<file path="config.mk">
export PLATFORM = sky130hd
export DESIGN_NAME = gate_2x2_sched_flat
export DESIGN_NICKNAME = d
export VERILOG_FILES = /design/src/rtl/gate_2x2_sched_if.sv /design/src/rtl/gate_2x2_sched.sv /design/src/flat_wrapper.sv
export SDC_FILE = /design/constraint.sdc
export NUM_CORES = 2
export LEC_CHECK = 0
export ABC_AREA = 0
export CORE_AREA = 2 2 321 323
export CTS_CLUSTER_SIZE = 10
export DETAILED_ROUTE_END_ITERATION = 8
export DIE_AREA = 0 0 323 325
export PLACE_DENSITY = 0.59
export SLEW_MARGIN = 20
export SYNTH_ARGS = -nofsm -noshare
export SYNTH_HDL_FRONTEND = slang
export SYNTH_SLANG_ARGS = --single-unit
</file>
<file path="constraint.sdc">
create_clock -name clk -period 6.5 [get_ports clk]
set_input_delay 0.65 -clock clk [delete_from_list [all_inputs] [get_ports clk]]
set_output_delay 0.65 -clock clk [all_outputs]
set_load 0.005 [all_outputs]
</file>
<file path="src/rtl/gate_2x2_sched_if.sv">
// Job/result handshake bundle for the 2x2 gate scheduler.
// master = job producer / result consumer, slave = the scheduler.
interface gate_2x2_sched_if #(
  parameter int IN_BITS  = 37,
  parameter int OUT_BITS = 38
);
  localparam int RES_BITS = OUT_BITS + 1;

  logic                  in_valid;
  logic                  in_ready;
  logic [8*IN_BITS-1:0]  gate;
  logic [4*IN_BITS-1:0]  amp;
  logic                  out_valid;
  logic                  out_ready;
  logic [4*RES_BITS-1:0] result;

  modport master (
    output in_valid, gate, amp, out_ready,
    input  in_ready, out_valid, result
  );

  modport slave (
    input  in_valid, gate, amp, out_ready,
    output in_ready, out_valid, result
  );
endinterface

</file>
<file path="src/rtl/gate_2x2_sched.sv">
// 2x2 complex gate applied to an amplitude pair, time-multiplexed over one
// shared external complex multiplier: four products, one per cycle, summed
// into two wrap-around accumulators.
module gate_2x2_sched #(
  parameter int IN_BITS  = 37,
  parameter int OUT_BITS = 38
) (
  input  logic                       clk,
  input  logic                       rst_n,
  gate_2x2_sched_if.slave            io,
  output logic [IN_BITS-1:0]         mul_x_re,
  output logic [IN_BITS-1:0]         mul_x_im,
  output logic [IN_BITS-1:0]         mul_y_re,
  output logic [IN_BITS-1:0]         mul_y_im,
  input  logic signed [OUT_BITS-1:0] mul_out_re,
  input  logic signed [OUT_BITS-1:0] mul_out_im,
  output logic                       busy
);
  localparam int RES_BITS = OUT_BITS + 1;

  typedef enum logic [2:0] {IDLE, MUL0, MUL1, MUL2, MUL3, DONE} state_t;

  state_t                      state;
  logic [8*IN_BITS-1:0]        g_q;
  logic [4*IN_BITS-1:0]        a_q;
  logic signed [RES_BITS-1:0]  acc0_re, acc0_im, acc1_re, acc1_im;
  logic                        rdy_q, vld_q, busy_q;

  // one-bit sign extension of a product to accumulator width
  function automatic logic signed [RES_BITS-1:0] sx(input logic signed [OUT_BITS-1:0] p);
    return {p[OUT_BITS-1], p};
  endfunction

  // operand select: gate element on x, amplitude on y, zero outside MULn
  int  gi, ai;
  logic op_en;
  always_comb begin
    gi    = 0;
    ai    = 0;
    op_en = 1'b0;
    case (state)
      MUL0:    begin gi = 0; ai = 0; op_en = 1'b1; end
      MUL1:    begin gi = 1; ai = 1; op_en = 1'b1; end
      MUL2:    begin gi = 2; ai = 0; op_en = 1'b1; end
      MUL3:    begin gi = 3; ai = 1; op_en = 1'b1; end
      default: begin gi = 0; ai = 0; op_en = 1'b0; end
    endcase
    mul_x_re = '0;
    mul_x_im = '0;
    mul_y_re = '0;
    mul_y_im = '0;
    if (op_en) begin
      mul_x_re = g_q[(2*gi)*IN_BITS   +: IN_BITS];
      mul_x_im = g_q[(2*gi+1)*IN_BITS +: IN_BITS];
      mul_y_re = a_q[(2*ai)*IN_BITS   +: IN_BITS];
      mul_y_im = a_q[(2*ai+1)*IN_BITS +: IN_BITS];
    end
  end

  // scheduler FSM with registered handshake/status outputs and accumulators
  always_ff @(posedge clk or negedge rst_n) begin
    if (!rst_n) begin
      state   <= IDLE;
      g_q     <= '0;
      a_q     <= '0;
      acc0_re <= '0;
      acc0_im <= '0;
      acc1_re <= '0;
      acc1_im <= '0;
      rdy_q   <= 1'b1;
      vld_q   <= 1'b0;
      busy_q  <= 1'b0;
    end else begin
      case (state)
        IDLE: if (io.in_valid) begin
          g_q    <= io.gate;
          a_q    <= io.amp;
          rdy_q  <= 1'b0;
          busy_q <= 1'b1;
          state  <= MUL0;
        end
        MUL0: begin
          acc0_re <= sx(mul_out_re);
          acc0_im <= sx(mul_out_im);
          state   <= MUL1;
        end
        MUL1: begin
          acc0_re <= acc0_re + sx(mul_out_re);
          acc0_im <= acc0_im + sx(mul_out_im);
          state   <= MUL2;
        end
        MUL2: begin
          acc1_re <= sx(mul_out_re);
          acc1_im <= sx(mul_out_im);
          state   <= MUL3;
        end
        MUL3: begin
          acc1_re <= acc1_re + sx(mul_out_re);
          acc1_im <= acc1_im + sx(mul_out_im);
          vld_q   <= 1'b1;
          state   <= DONE;
        end
        DONE: if (io.out_ready) begin
          vld_q  <= 1'b0;
          busy_q <= 1'b0;
          rdy_q  <= 1'b1;
          state  <= IDLE;
        end
        default: begin
          vld_q  <= 1'b0;
          busy_q <= 1'b0;
          rdy_q  <= 1'b1;
          state  <= IDLE;
        end
      endcase
    end
  end

  assign io.in_ready  = rdy_q;
  assign io.out_valid = vld_q;
  assign io.result    = {acc1_im, acc1_re, acc0_im, acc0_re};
  assign busy         = busy_q;
endmodule

</file>
<file path="src/flat_wrapper.sv">
// flat-port wrapper written by rule: the top's interface ports become plain ports
module gate_2x2_sched_flat 
#(
  parameter int IN_BITS  = 37,
  parameter int OUT_BITS = 38
)
  (clk, rst_n, mul_x_re, mul_x_im, mul_y_re, mul_y_im, mul_out_re, mul_out_im, busy, io_in_valid, io_gate, io_amp, io_out_ready, io_in_ready, io_out_valid, io_result);
  gate_2x2_sched_if #(.IN_BITS(IN_BITS), .OUT_BITS(OUT_BITS)) io_i ();
  input  logic clk;
  input  logic rst_n;
  output logic [IN_BITS-1:0] mul_x_re;
  output logic [IN_BITS-1:0] mul_x_im;
  output logic [IN_BITS-1:0] mul_y_re;
  output logic [IN_BITS-1:0] mul_y_im;
  input  logic signed [OUT_BITS-1:0] mul_out_re;
  input  logic signed [OUT_BITS-1:0] mul_out_im;
  output logic busy;
  input wire logic [$bits(io_i.in_valid)-1:0] io_in_valid;
  input wire logic [$bits(io_i.gate)-1:0] io_gate;
  input wire logic [$bits(io_i.amp)-1:0] io_amp;
  input wire logic [$bits(io_i.out_ready)-1:0] io_out_ready;
  output wire logic [$bits(io_i.in_ready)-1:0] io_in_ready;
  output wire logic [$bits(io_i.out_valid)-1:0] io_out_valid;
  output wire logic [$bits(io_i.result)-1:0] io_result;
  assign io_i.in_valid = io_in_valid;
  assign io_i.gate = io_gate;
  assign io_i.amp = io_amp;
  assign io_i.out_ready = io_out_ready;
  assign io_in_ready = io_i.in_ready;
  assign io_out_valid = io_i.out_valid;
  assign io_result = io_i.result;
  gate_2x2_sched #(.IN_BITS(IN_BITS), .OUT_BITS(OUT_BITS)) u_core (.clk(clk), .rst_n(rst_n), .io(io_i), .mul_x_re(mul_x_re), .mul_x_im(mul_x_im), .mul_y_re(mul_y_re), .mul_y_im(mul_y_im), .mul_out_re(mul_out_re), .mul_out_im(mul_out_im), .busy(busy));
endmodule
</file>
# Yosys cells after proc, flatten, opt, wreduce, memory -nomap -nowiden
# Index checks and enable logic that the tools add are counted.
totals:
  inputBits: 524
  regBits: 606
  ramBits: 0
  latchBits: 0
  output_inout_bits: 307
  memories: 0
  elab_cells: 64
  mem_bits_ro: 0
op_classes:
  eq_ne: 7
  mul: 4
  n_shift: 4
  addsub: 6
  div_mod_pow: 0
  magnitude_cmp: 0
  mux: 21
  reduce_logical: 10
  bitwise: 2
ops:
  columns: ["operator", "count"]
  rows:
  - ["indexed part select 296 x 32 -> 37 bit", 2]
  - ["case mux 39 bit (2 select lines)", 4]
  - ["indexed part select 148 x 32 -> 37 bit", 2]
  - ["adder 39 x 38 -> 39 bit", 4]
  - ["two-way mux 37 bit", 4]
  - ["multiplier 32 x 7 -> 32 bit (second input constant)", 2]
  - ["case mux 3 bit (6 select lines)", 1]
  - ["case mux 1 bit (3 select lines)", 3]
  - ["multiplier 2 x 6 -> 8 bit (second input constant)", 1]
  - ["OR reduction 4 bit", 2]
  - ["multiplier 1 x 6 -> 7 bit (second input constant)", 1]
  - ["== test 3 x 2 -> 1 bit (second input constant)", 2]
  - ["== test 3 bit (second input constant)", 2]
  - ["two-way mux 1 bit", 6]
  - ["two-way mux 3 bit", 2]
  - ["case mux 2 bit (3 select lines)", 1]
  - ["AND reduction 2 bit", 3]
  - ["adder 3 x 1 -> 4 bit (second input constant)", 1]
  - ["!= test 2 bit (second input constant)", 2]
  - ["nonzero test 2 bit", 2]
  - ["adder 2 x 1 -> 3 bit (second input constant)", 1]
  - ["== test 3 x 1 -> 1 bit (second input constant)", 1]
  - ["logical NOT 3 bit", 1]
  - ["AND reduction 3 bit", 1]
  - ["2 further kinds", 3]

# Longest topological paths before layout
depth:
  ltp_word: 7
  mapped_depth: 13
  ltp_nobuf: 13

# Least setup slack after synthesis
# No wires, ideal clock.
synth_path:
  path_kind: "in2reg"
  startpoint: "input port mul_out_re[0]"
  endpoint: "register u_core.acc0_re[38]"
  slack_ns: 3.238
  arrival_ns: 3.168
  path_buffers: 0
  stages: 13
  cell_sequence: "ha_1 > inv_1 > fa_1 > nor2b_1 > o31ai_4 > a21boi_1 > nor2_2 > o211a_1 > o31a_2 > nor3_1 > or4_4 > mux2_2 > a211oi_1"
synth_between:
  elab_chain_len: 2
synth_lines:
  columns: ["item", "line", "text"]
  rows:
  - ["start: declaration", "flat_wrapper.sv:15", "input logic signed [OUT_BITS-1:0] mul_out_re;"]
  - ["adder 39 x 38 -> 39 bit", "gate_2x2_sched.sv:88", "acc0_re <= acc0_re + sx(mul_out_re);"]
  - ["case mux 39 bit (2 select lines)", "gate_2x2_sched.sv:74", "case (state)"]
  - ["end signal: assignment", "gate_2x2_sched.sv:83", "acc0_re <= sx(mul_out_re);"]
  - ["end signal: assignment", "gate_2x2_sched.sv:88", null]
  - ["end: declaration", "gate_2x2_sched.sv:26", "logic signed [RES_BITS-1:0] acc0_re, acc0_im, acc1_re, acc1_im;"]
# Every way passes these cells.
# A chain may end at the register's enable or synchronous reset.

# Final worst setup path
layout_path:
  startpoint: "register u_core.state[0]"
  endpoint: "output port mul_x_im[25]"
layout_between:
  elab_chain_len: 6
  word_cells_on_any_way: 11
layout_lines:
  columns: ["item", "line", "text"]
  rows:
  - ["start: declaration", "gate_2x2_sched.sv:23", "state_t state;"]
  - ["start signal: assignment", "gate_2x2_sched.sv:63", "state <= IDLE;"]
  - ["start signal: assignment", "gate_2x2_sched.sv:80", "state <= MUL0;"]
  - ["start signal: assignment", "gate_2x2_sched.sv:85", "state <= MUL1;"]
  - ["== test 3 bit / == test 3 x 2 -> 1 bit (equally long branches)", "gate_2x2_sched.sv:41", "case (state)"]
  - ["case mux 2 bit (3 select lines)", "gate_2x2_sched.sv:41", null]
  - ["adder 3 x 1 -> 4 bit", "gate_2x2_sched.sv:54", "mul_x_im = g_q[(2*gi+1)*IN_BITS +: IN_BITS];"]
  - ["multiplier 32 x 7 -> 32 bit", "gate_2x2_sched.sv:54", null]
  - ["indexed part select 296 x 32 -> 37 bit", "gate_2x2_sched.sv:54", null]
  - ["two-way mux 37 bit *", "gate_2x2_sched.sv:52", "if (op_en) begin"]
  - ["end: declaration", "flat_wrapper.sv:12", "output logic [IN_BITS-1:0] mul_x_im;"]
# Every way passes the cells marked *; elsewhere a longest branch is shown, timed or not.

==> impl_metrics.ini <==
[synthesis]
syn-num-nets = 4104
yosys_warnings = 0
synth-main-ff-cell = dfrtp_1
synthArstFlopShare_pct = 100
post_synth_num_cell_types = 80
synth_edf_count = 0
synth_seq_cells = 606
syn_area_per_cell_sq_um = 10.1
syn_area_sq_mm = 0.0345
yosysSeqAreaShare_pct = 44.0
synth_cells = 3424

[worst_setup_path]
cp-end-kind = output pin
worstReg2RegStart = u_core.acc1_im[0]
ff2ff_path_depth = 13
crit_required_ns = 5.85
slowest_stage = dfrtp_4
crit_arrival_ns = 4.30
max_stage_delay_ns = 0.95
crit_top_cell = nor2_1
start_kind = flip-flop
r2r-end = u_core.acc1_im[38]
worstPathCellList = nor2_1 > xnor2_2 > buf_4 > nor2_1 > a22oi_1 > o22ai_1 > clkdlybuf4s50_1
cp_max_fo = 74
crit_type = flip-flop to output pin
reg2reg_slack_ns = 2.94

[run]
drv_cap = 0

[power]
power.density_mw_per_mm2 = 553
ir_drop_uv = 313
leakage_nw = 19.5
power.total_mw = 25.8

[cts]
cts-hold-fix-buffers = 0
cts_setup_buffers = 0
cts_root_buf = clkbuf_16
cts_max_path_buffers = 3
cts_buffers = 78
cts_tree = done
clkSinkCount = 606
h-tree-depth = 3
cts_resized = 0
path_clk_slew_ns = 0.06
insertion_delay_ns = 0.65

[routing]
drt_wl_total_um = 138000
wl_met1_um = 56700
drc = 0
vias = 30100
firstDrtPassIters = 6
top_layer = met5
dr_wl_met2_um = 65100
wl_met3_um = 11700
wl_per_cell_um = 24.6
via_per_inst = 5.37
detail_route.iter0.violations = 2202
antenna_left = 0

[global_routing]
grt_overflow = 0
grt_pass1_vias = 30000
grt_first_pass_wirelength_um = 202000
antenna_found_initial = 56
grt_usage_pct = 25.7
grt_max_degree = 161

[place]
dp_hpwl_um = 103000
portBuffers = 830
gp_congestion = 0.946
dp.cells = 5453

[floorplanning]
rows = 117
die_width_um = 323
core_area_sq_mm = 0.101
initial_core_util_pct = 34.0
die-area_sq_mm = 0.105
io-pin-count = 831
die_y_um = 325

[sta]
skew_ns = 0.0293
rsz0062_at_grt = no
hold_violations = 0
max_slew_margin_pct = 28.5
fin_setup_tns_ns = 0
worst_pin_slew_ns = 1.07
max_freq_ghz = 0.202
setup_violations = 0
layout_min_cycle_time_ns = 4.95
drv_slew = 0
timing.final.crit_share_pct = 76.1

[layout]
drive_above_1_share_pct = 15.4
seq_area_sq_mm = 0.0152
n_fill_cell = 9704
stdcell_count = 5596
layout_common_cells = clkdlybuf4s50_1 (829), dfrtp_1 (602), mux2_2 (457)
final_common_cell = clkdlybuf4s50_1
multi_input_area_sq_mm = 0.0185
nets = 4845
syn2layout_area_growth_pct = 35.2

[status]
outcome = finished, final reports clean

[hold_path]
holdCritPathClass = input port to async pin
==> per-stage QoR <==
step,hold slack (ns),utilization (%),instance area [sq um],setup slack [ns]
2_1_floorplan,0.354,-,34500,3.24
3_3_place_gp,0.485,43.6,44200,2.20
3_5_place_dp,0.490,43.6,44200,2.16
4_1_cts,0.0445,45.9,46500,1.45
5_1_grt,0.0617,46.0,46600,1.37
6_report,0.0342,46.0,46600,1.55
==> cells in the mapped netlist (26+ instances only) <==
cell type | number | area share (%)
mux2i_1 | 68 | 2.0
nand2_1 | 382 | 4.2
nand3_1 | 29 | 0.42
xor2_1 | 61 | 1.5
a211oi_1 | 26 | 0.57
o21ai_0 | 242 | 3.5
clkbuf_1 | 178 | 1.9
xnor2_1 | 60 | 1.5
nand2b_1 | 27 | 0.49
o22ai_1 | 37 | 0.67
a21o_1 | 67 | 1.5
inv_1 | 43 | 0.47
mux2_2 | 457 | 15
a21oi_1 | 337 | 4.9
ha_1 | 152 | 5.5
a22oi_1 | 95 | 2.1
nor3_1 | 42 | 0.61
nor2_1 | 188 | 2.0
dfrtp_1 | 605 | 44
nor2b_1 | 27 | 0.49
==> power breakdown <==
group	switching [mW]	internal (mW)	total, mW
Clock	1.75	2.42	4.17
Combinational	7.30	7.03	14.3
Sequential	1.53	5.76	7.29
Total	10.6	15.2	25.8
==> sequential cells by signal, summed over array words and instances (netlist names) <==
signal / cells
u_core.a_q: 148
u_core.busy: 1
u_core.acc1_im: 39
u_core.acc1_re: 39
u_core.state: 3
u_core.io.in_ready: 1
u_core.acc0_re: 39
u_core.io.out_valid: 1
u_core.g_q: 296
u_core.acc0_im: 39
==> routing by layer <==
metal	vias to the layer above	track usage (%)
met4	56	8.27
met5	-	0
met3	219	7.79
met1	14800	32.4
li1	13900	-
met2	1016	41.7
==> how the worst max path moves through the flow <==
| stage | cells past startpoint | slack (ns) | end | from |
|---|---|---|---|---|
| finish | 7 | 1.55 | mul_x_im[25] | u_core.state[0] |
| global route | 7 | 1.37 | mul_x_im[25] | u_core.state[0] |
| CTS | 7 | 1.45 | mul_x_im[25] | u_core.state[0] |
| floorplan | 13 | 3.24 | u_core.acc0_re[38] | mul_out_re[0] |
| detailed placement | 7 | 2.16 | mul_x_im[25] | u_core.state[0] |
| global placement | 7 | 2.20 | mul_x_im[25] | u_core.state[0] |
==> worst max-delay path, delay by kind of cell, from the launching register on <==
kind / cells / cell delay (ns)
flops: 1 / 0.95
buf+inv: 2 / 1.09
compound gates: 2 / 0.38
xor+xnor: 1 / 0.20
simple gates: 2 / 1.02
==> kinds of logic (layout without fill, tap and decap cells) <==
family / Yosys count / in the layout / synth area share [%]
other: 0 / 20 / 0
xor gates and xnor gates: 121 / 121 / 3.07
AOI/OAI and AO/OA: 983 / 983 / 17.5
adders and majority gates: 156 / 156 / 5.75
and+or+nand+nor: 786 / 786 / 9.98
muxes: 526 / 526 / 17.0
DFF: 606 / 606 / 44.0
buffers and inverters: 246 / 1030 / 2.70
==> cell type report <==
type / count / area share [%]
repair buffers: 864 / 18.5
inverters: 43 / 0.346
clock inverters: 15 / 0.424
flip-flops and latches: 606 / 32.6
well taps: 1368 / 3.67
clock buffers: 108 / 4.69
diodes: 20 / 0.107
multi-input cells: 2572 / 39.6
Note: power is estimated with default switching activity, not from simulation.
